[src/rtl/kf_host_driver.sv]
// Host-side driver for the Kalman-filter core: streams a program into the core ROM,
// then feeds measurements and returns AU results. Optional watchdog: KF_DRV_TIMEOUT_EN.
module kf_host_driver #(
  parameter int unsigned W       = 24,
  parameter int unsigned TIMEOUT = 4096
) (
  input  logic         clk,
  input  logic         rst,
  input  logic         load_req,
  input  logic [8:0]   prog_len,
  input  logic         prog_tvalid,
  output logic         prog_tready,
  input  logic [15:0]  prog_tdata,
  input  logic         meas_tvalid,
  output logic         meas_tready,
  input  logic [W-1:0] meas_tdata,
  output logic         res_tvalid,
  input  logic         res_tready,
  output logic [W-1:0] res_tdata,
  output logic         rom_we,
  output logic [7:0]   rom_waddr,
  output logic [15:0]  rom_wdata,
  output logic         kf_start,
  output logic [W-1:0] kf_data_in,
  input  logic         kf_ready,
  input  logic [W-1:0] kf_result,
  input  logic         kf_au_done,
  output logic         loaded,
  output logic         busy,
  output logic         err
);

  localparam int unsigned CW = 9;
  localparam logic [CW-1:0] MAX_LEN = CW'(256);

  typedef enum logic [2:0] {IDLE, LOAD, RUN, WAIT_LO, WAIT_HI} state_e;

  if (TIMEOUT == 0) begin : g_bad_timeout
    $error("kf_host_driver: TIMEOUT must be at least 1");
  end

  state_e        state_q, state_d;
  logic [CW-1:0] cnt_q, cnt_d;
  logic [CW-1:0] len_q, len_d;
  logic          loaded_q, loaded_d;
  logic          busy_q, busy_d;
  logic          rom_we_q, rom_we_d;
  logic [7:0]    rom_waddr_q, rom_waddr_d;
  logic [15:0]   rom_wdata_q, rom_wdata_d;
  logic          kf_start_q, kf_start_d;
  logic [W-1:0]  kf_data_q, kf_data_d;
  logic [W-1:0]  cap_q, cap_d;
  logic          res_valid_q, res_valid_d;
  logic [W-1:0]  res_data_q, res_data_d;

  logic load_go, prog_hs, meas_hs, last_word, in_wait, res_fire, tmo_hit;

  assign load_go     = load_req && (state_q == IDLE || state_q == RUN)
                       && (prog_len != '0) && (prog_len <= MAX_LEN);
  assign prog_tready = (state_q == LOAD);
  assign prog_hs     = prog_tvalid && prog_tready;
  assign last_word   = (cnt_q + CW'(1)) == len_q;
  // A pending load request takes priority over starting a new filter run.
  assign meas_tready = (state_q == RUN) && loaded_q && kf_ready && !res_valid_q && !load_go;
  assign meas_hs     = meas_tvalid && meas_tready;
  assign in_wait     = (state_q == WAIT_LO) || (state_q == WAIT_HI);
  assign res_fire    = (state_q == WAIT_HI) && kf_ready;

`ifdef KF_DRV_TIMEOUT_EN
  localparam int unsigned TW = $clog2(TIMEOUT + 1);

  logic [TW-1:0] tmo_q, tmo_d;
  logic          err_q, err_d;

  assign tmo_hit = in_wait && (tmo_q == TW'(TIMEOUT - 1));
  assign err     = err_q;

  always_ff @(posedge clk) begin
    if (rst) begin
      tmo_q <= '0;
      err_q <= 1'b0;
    end else begin
      tmo_q <= tmo_d;
      err_q <= err_d;
    end
  end

  // Wait-cycle counter restarts with every accepted measurement.
  always_comb begin
    tmo_d = tmo_q;
    err_d = err_q;
    if (meas_hs)      tmo_d = '0;
    else if (in_wait) tmo_d = tmo_q + TW'(1);
    if (tmo_hit && !res_fire) err_d = 1'b1;
  end
`else
  assign tmo_hit = 1'b0;
  assign err     = 1'b0;
`endif

  always_ff @(posedge clk) begin
    if (rst) begin
      state_q     <= IDLE;
      cnt_q       <= '0;
      len_q       <= '0;
      loaded_q    <= 1'b0;
      busy_q      <= 1'b0;
      rom_we_q    <= 1'b0;
      rom_waddr_q <= '0;
      rom_wdata_q <= '0;
      kf_start_q  <= 1'b0;
      kf_data_q   <= '0;
      cap_q       <= '0;
      res_valid_q <= 1'b0;
      res_data_q  <= '0;
    end else begin
      state_q     <= state_d;
      cnt_q       <= cnt_d;
      len_q       <= len_d;
      loaded_q    <= loaded_d;
      busy_q      <= busy_d;
      rom_we_q    <= rom_we_d;
      rom_waddr_q <= rom_waddr_d;
      rom_wdata_q <= rom_wdata_d;
      kf_start_q  <= kf_start_d;
      kf_data_q   <= kf_data_d;
      cap_q       <= cap_d;
      res_valid_q <= res_valid_d;
      res_data_q  <= res_data_d;
    end
  end

  always_comb begin
    state_d = state_q;
    case (state_q)
      IDLE:    if (load_go) state_d = LOAD;
      LOAD:    if (prog_hs && last_word) state_d = RUN;
      RUN: begin
        if (load_go)      state_d = LOAD;
        else if (meas_hs) state_d = WAIT_LO;
      end
      WAIT_LO: begin
        if (tmo_hit)       state_d = RUN;
        else if (!kf_ready) state_d = WAIT_HI;
      end
      WAIT_HI: if (kf_ready || tmo_hit) state_d = RUN;
      default: state_d = IDLE;
    endcase
  end

  always_comb begin
    loaded_d    = loaded_q;
    cnt_d       = cnt_q;
    len_d       = len_q;
    rom_we_d    = 1'b0;
    rom_waddr_d = rom_waddr_q;
    rom_wdata_d = rom_wdata_q;
    kf_start_d  = 1'b0;
    kf_data_d   = kf_data_q;
    cap_d       = cap_q;
    res_valid_d = res_valid_q;
    res_data_d  = res_data_q;
    busy_d      = (state_d != IDLE) && (state_d != RUN);

    if (load_go) begin
      loaded_d = 1'b0;
      cnt_d    = '0;
      len_d    = prog_len;
    end
    if (prog_hs) begin
      rom_we_d    = 1'b1;
      rom_waddr_d = cnt_q[7:0];
      rom_wdata_d = prog_tdata;
      cnt_d       = cnt_q + CW'(1);
      if (last_word) loaded_d = 1'b1;
    end
    if (meas_hs) begin
      kf_data_d  = meas_tdata;
      kf_start_d = 1'b1;
      cap_d      = '0;
    end
    if (in_wait && kf_au_done) cap_d = kf_result;
    if (res_valid_q && res_tready) res_valid_d = 1'b0;
    // A done pulse coinciding with ready-rise is the freshest result.
    if (res_fire) begin
      res_valid_d = 1'b1;
      res_data_d  = kf_au_done ? kf_result : cap_q;
    end
  end

  assign loaded     = loaded_q;
  assign busy       = busy_q;
  assign rom_we     = rom_we_q;
  assign rom_waddr  = rom_waddr_q;
  assign rom_wdata  = rom_wdata_q;
  assign kf_start   = kf_start_q;
  assign kf_data_in = kf_data_q;
  assign res_tvalid = res_valid_q;
  assign res_tdata  = res_data_q;

endmodule

[config.mk]
export PLATFORM = sky130hd
export DESIGN_NAME = kf_host_driver
export DESIGN_NICKNAME = d
export VERILOG_FILES = /design/src/rtl/kf_host_driver.sv
export SDC_FILE = /design/constraint.sdc
export NUM_CORES = 1
export LEC_CHECK = 0
export CAP_MARGIN = 20
export CORE_MARGIN = 5
export CORE_UTILIZATION = 46
export CTS_CLUSTER_SIZE = 16
export DETAILED_ROUTE_END_ITERATION = 7
export GPL_TIMING_DRIVEN = 0
export PLACE_DENSITY_LB_ADDON = 0.12
export SYNTH_ARGS = -nofsm -noshare
export SYNTH_HDL_FRONTEND = slang
export SYNTH_SLANG_ARGS = --single-unit
[constraint.sdc]
create_clock -name clk -period 3.1 [get_ports clk]
set_input_delay 0.775 -clock clk [delete_from_list [all_inputs] [get_ports clk]]
set_output_delay 0.775 -clock clk [all_outputs]
set_load 0.01 [all_outputs]
==> flow_metrics.tcl <==
set metrics [dict create \
    nets 861 \
    synth.cells.most_frequent "nand2_1 (141), dfxtp_1 (122), a21oi_1 (86), nor2_1 (47), mux2i_1 (32)" \
    finalCritPeriodShare_pct 97.12 \
    htreeDepth 4 \
    grt_usage_pct 21.76 \
    yosys-top-cells-area "dfxtp_1 (49%), nand2_1 (11%), a21oi_1 (8.6%)" \
    worstMarginPinSlew_ps 715.9 \
    endpoint_kind "output pin" \
    combPwrFrac_pct 10.3 \
    gr-usage-met2_pct 37.70 \
    grt_first_pass_wirelength_um 22720 \
    grt_overflow 0 \
    fin_crit_ps 3011 \
    synth_area_mm2 0.004985 \
    ys.warnings.count 0 \
    holdBufCountCts 0 \
    grt_use_met3_pct 6.025 \
    top_usage_layer "met2" \
    core.rowCount 38 \
    crit_type "input pin to output pin" \
    synthCells 602 \
    die_w_um 114.1 \
    slew_headroom_pct 52.27 \
    seq_power_share_pct 38.7 \
    power_uw 4240 \
    dp_hpwl_um 10560 \
    maxSlewViolCount 0 \
    hold_ws_ps 449.4 \
    viasPerCell 5.176 \
    die_h_um 114.1 \
    setup_violations 0 \
    cp_data_required_time_ps 2320 \
    grt_start_max_net_pins 18 \
    area_growth_pct 49.17 \
    wl_per_cell_um 15.35 \
    ir_drop_mv 0.3572 \
    syn_nets 684 \
    power.density_mw_per_mm2 570.2 \
    globalplace.congestion 0.8516 \
    coreArea_mm2 0.01075 \
    leakagePower_uw 0.002706 \
    clk_latency_ps 510 \
    dp_cells 900 \
    synth-seq-cells 122 \
    synth_area_per_cell_um2 8.280 \
    hp-class "flip-flop to flip-flop" \
    crit_arrival_ps 2240 \
    cts_tree "built" \
    synth_most_common_cell "nand2_1" \
    insertedDiodeCount 0 \
    io-pin-count 161 \
    p_clk_share_pct 51.0 \
    fin_area_mm2 0.007436 \
    async_flop_share_pct 0 \
    clk_path_buf_depth 2 \
    drtIter0Drc 284 \
    drtAntennaViolNets 0 \
    yosysSeqAreaShare_pct 49.00 \
    postPlaceCellArea_mm2 0.006741 \
    clock-sinks 122 \
    grt.met1_usage_pct 25.95 \
    finalNonFillerCells 932 \
    num_vias 4824 \
    p_int_uw 3299 \
    max-cap-violations 0 \
    start_util_pct 46.39 \
    fp.dieArea_mm2 0.01302 \
    clockRootBuffer "clkbuf_8" \
    cts_made_buffers 17 \
    start_kind "input pin" \
    rsz0062_at_grt "no" \
    synth_cell_types 45 \
    synth_top_area_share_pct 49.00 \
    grt_pass1_vias 4701 \
    status "finished clean" \
    routed_wl_um 14310 \
    p_switching_uw 940.7 \
    drt_drc_violations_left 0 \
    synth_edf_count 0 \
    antenna_found_initial 0 \
    crit_path_max_fanout 2 \
    dr.pass1.iters 4 \
    place.port_buffers 158 \
    max_freq_mhz 332.1 \
    synth_flop_cell "dfxtp_1" \
    hold_viol_final 0 \
    drive_gt1_share_pct 7.449 \
    switching_share_pct 22.19 \
    finalClockSkew_ps 6.795 \
    yosys.area.top_type "dfxtp_1" \
    path_clk_slew_ps 60 \
]
==> state kept, by name, indices dropped and copies added, names as in the netlist, 3 cells and up <==
name        flops
kf_data_in     24
rom_wdata      16
cap_q          24
state_q         3
len_q           9
rom_waddr       8
cnt_q           9
res_tdata      24
==> metrics by stage <==
| step | setup TNS (ps) | setup slack, ps | utilization [%] |
|---|---|---|---|
| final | 0 | 89.21 | 69.20 |
| after global routing | 0 | 0.3597 | 69.20 |
| after CTS | 0 | 0.2478 | 69.15 |
| after detailed placement | -884.5 | -863.7 | 62.74 |
| after global placement | -826.4 | -826.4 | 62.74 |
| after floorplan | 0 | 380.6 | - |
==> kinds of logic (layout without fill, tap and decap cells) <==
| group | after synthesis | count (layout) | synth area share (%) |
|---|---|---|---|
| AND/OR/NAND/NOR | 246 | 246 | 21.16 |
| AO/OA/AOI/OAI | 131 | 131 | 15.66 |
| flip-flops | 122 | 122 | 49.00 |
| buffers and inverters | 55 | 245 | 4.920 |
| multiplexers | 33 | 33 | 6.652 |
| XOR/XNOR | 13 | 13 | 2.284 |
| adder cells (fa/ha/maj) | 1 | 1 | 0.2510 |
| other | 1 | 1 | 0.07523 |
==> final cells by class <==
type                            instances  area (um2)
Clock inverter                         11       188.9
Multi-Input combinational cell        425        2331
Inverter                                3       11.26
Buffer                                 51       232.7
Tap cell                              140       175.2
Timing Repair Buffer                  159        1585
Clock buffer                           21       469.2
Fill cell                             881        3309
Sequential cell                       122        2442
==> per-layer routing <==
metal / vias to the layer above / part of all wire [%]
met3: 22 / 6.8
met2: 148 / 50
li1: 2410 / -
met4: 0 / 1.8
met1: 2244 / 41
met5: - / 0
==> critical path, cell delays in order <==
cell and delay (ps):
dlygate4sd2_1 270, nor4_4 330, a21oi_2 100, nand4b_1 190, buf_6 140, and4_1 150
dlygate4sd2_1 280
==> power by group through the flow <==
stage          clock network [uW]  registers (uW)  logic (uW)
2_1_floorplan                   0            1680         197
3_3_place_gp                    0            1670         427
3_5_place_dp                    0            1670         432
4_1_cts                      2200            1640         437
5_1_grt                      2260            1640         475
6_report                     2160            1640         437
==> repair_timing <==
item	4_1_cts	5_1_grt
gates resized for setup	13	2
pin swaps	2	3
buffers inserted	1	0
setup endpoints to repair	1	1
==> placed cells by master, fill, tap and decap left out, drive strengths merged, types with 3 or more instances in the layout <==
cell type | synthesis | routed
a211oi | 25 | 25
a21oi | 86 | 86
a311oi | 5 | 5
a31oi | 3 | 3
and3 | 3 | 3
buf | 20 | 20
bufinv | 0 | 5
clkbuf | 32 | 53
clkdlybuf4s50 | 0 | 149
clkinv | 0 | 3
dfxtp | 122 | 122
dlygate4sd2 | 0 | 7
inv | 3 | 4
mux2i | 32 | 32
nand2 | 141 | 141
nand3 | 31 | 31
nor2 | 47 | 47
nor2b | 4 | 4
nor3 | 3 | 3
o21ai | 3 | 3
xnor2 | 8 | 8
xor2 | 5 | 5
==> worst paths after layout <==
| check | start | end | slack (ps) | cells after the start |
|---|---|---|---|---|
| worst min-delay path | kf_data_in[22] | kf_data_in[22] | 450 | 2 |
| worst min register to register | kf_data_in[22] | kf_data_in[22] | 450 | 2 |
| worst max register to register | cnt_q[0] | busy | 780 | 8 |
| worst max-delay path | prog_len[3] | meas_tready | 90 | 7 |
Note: power is estimated with default switching activity, not from simulation.
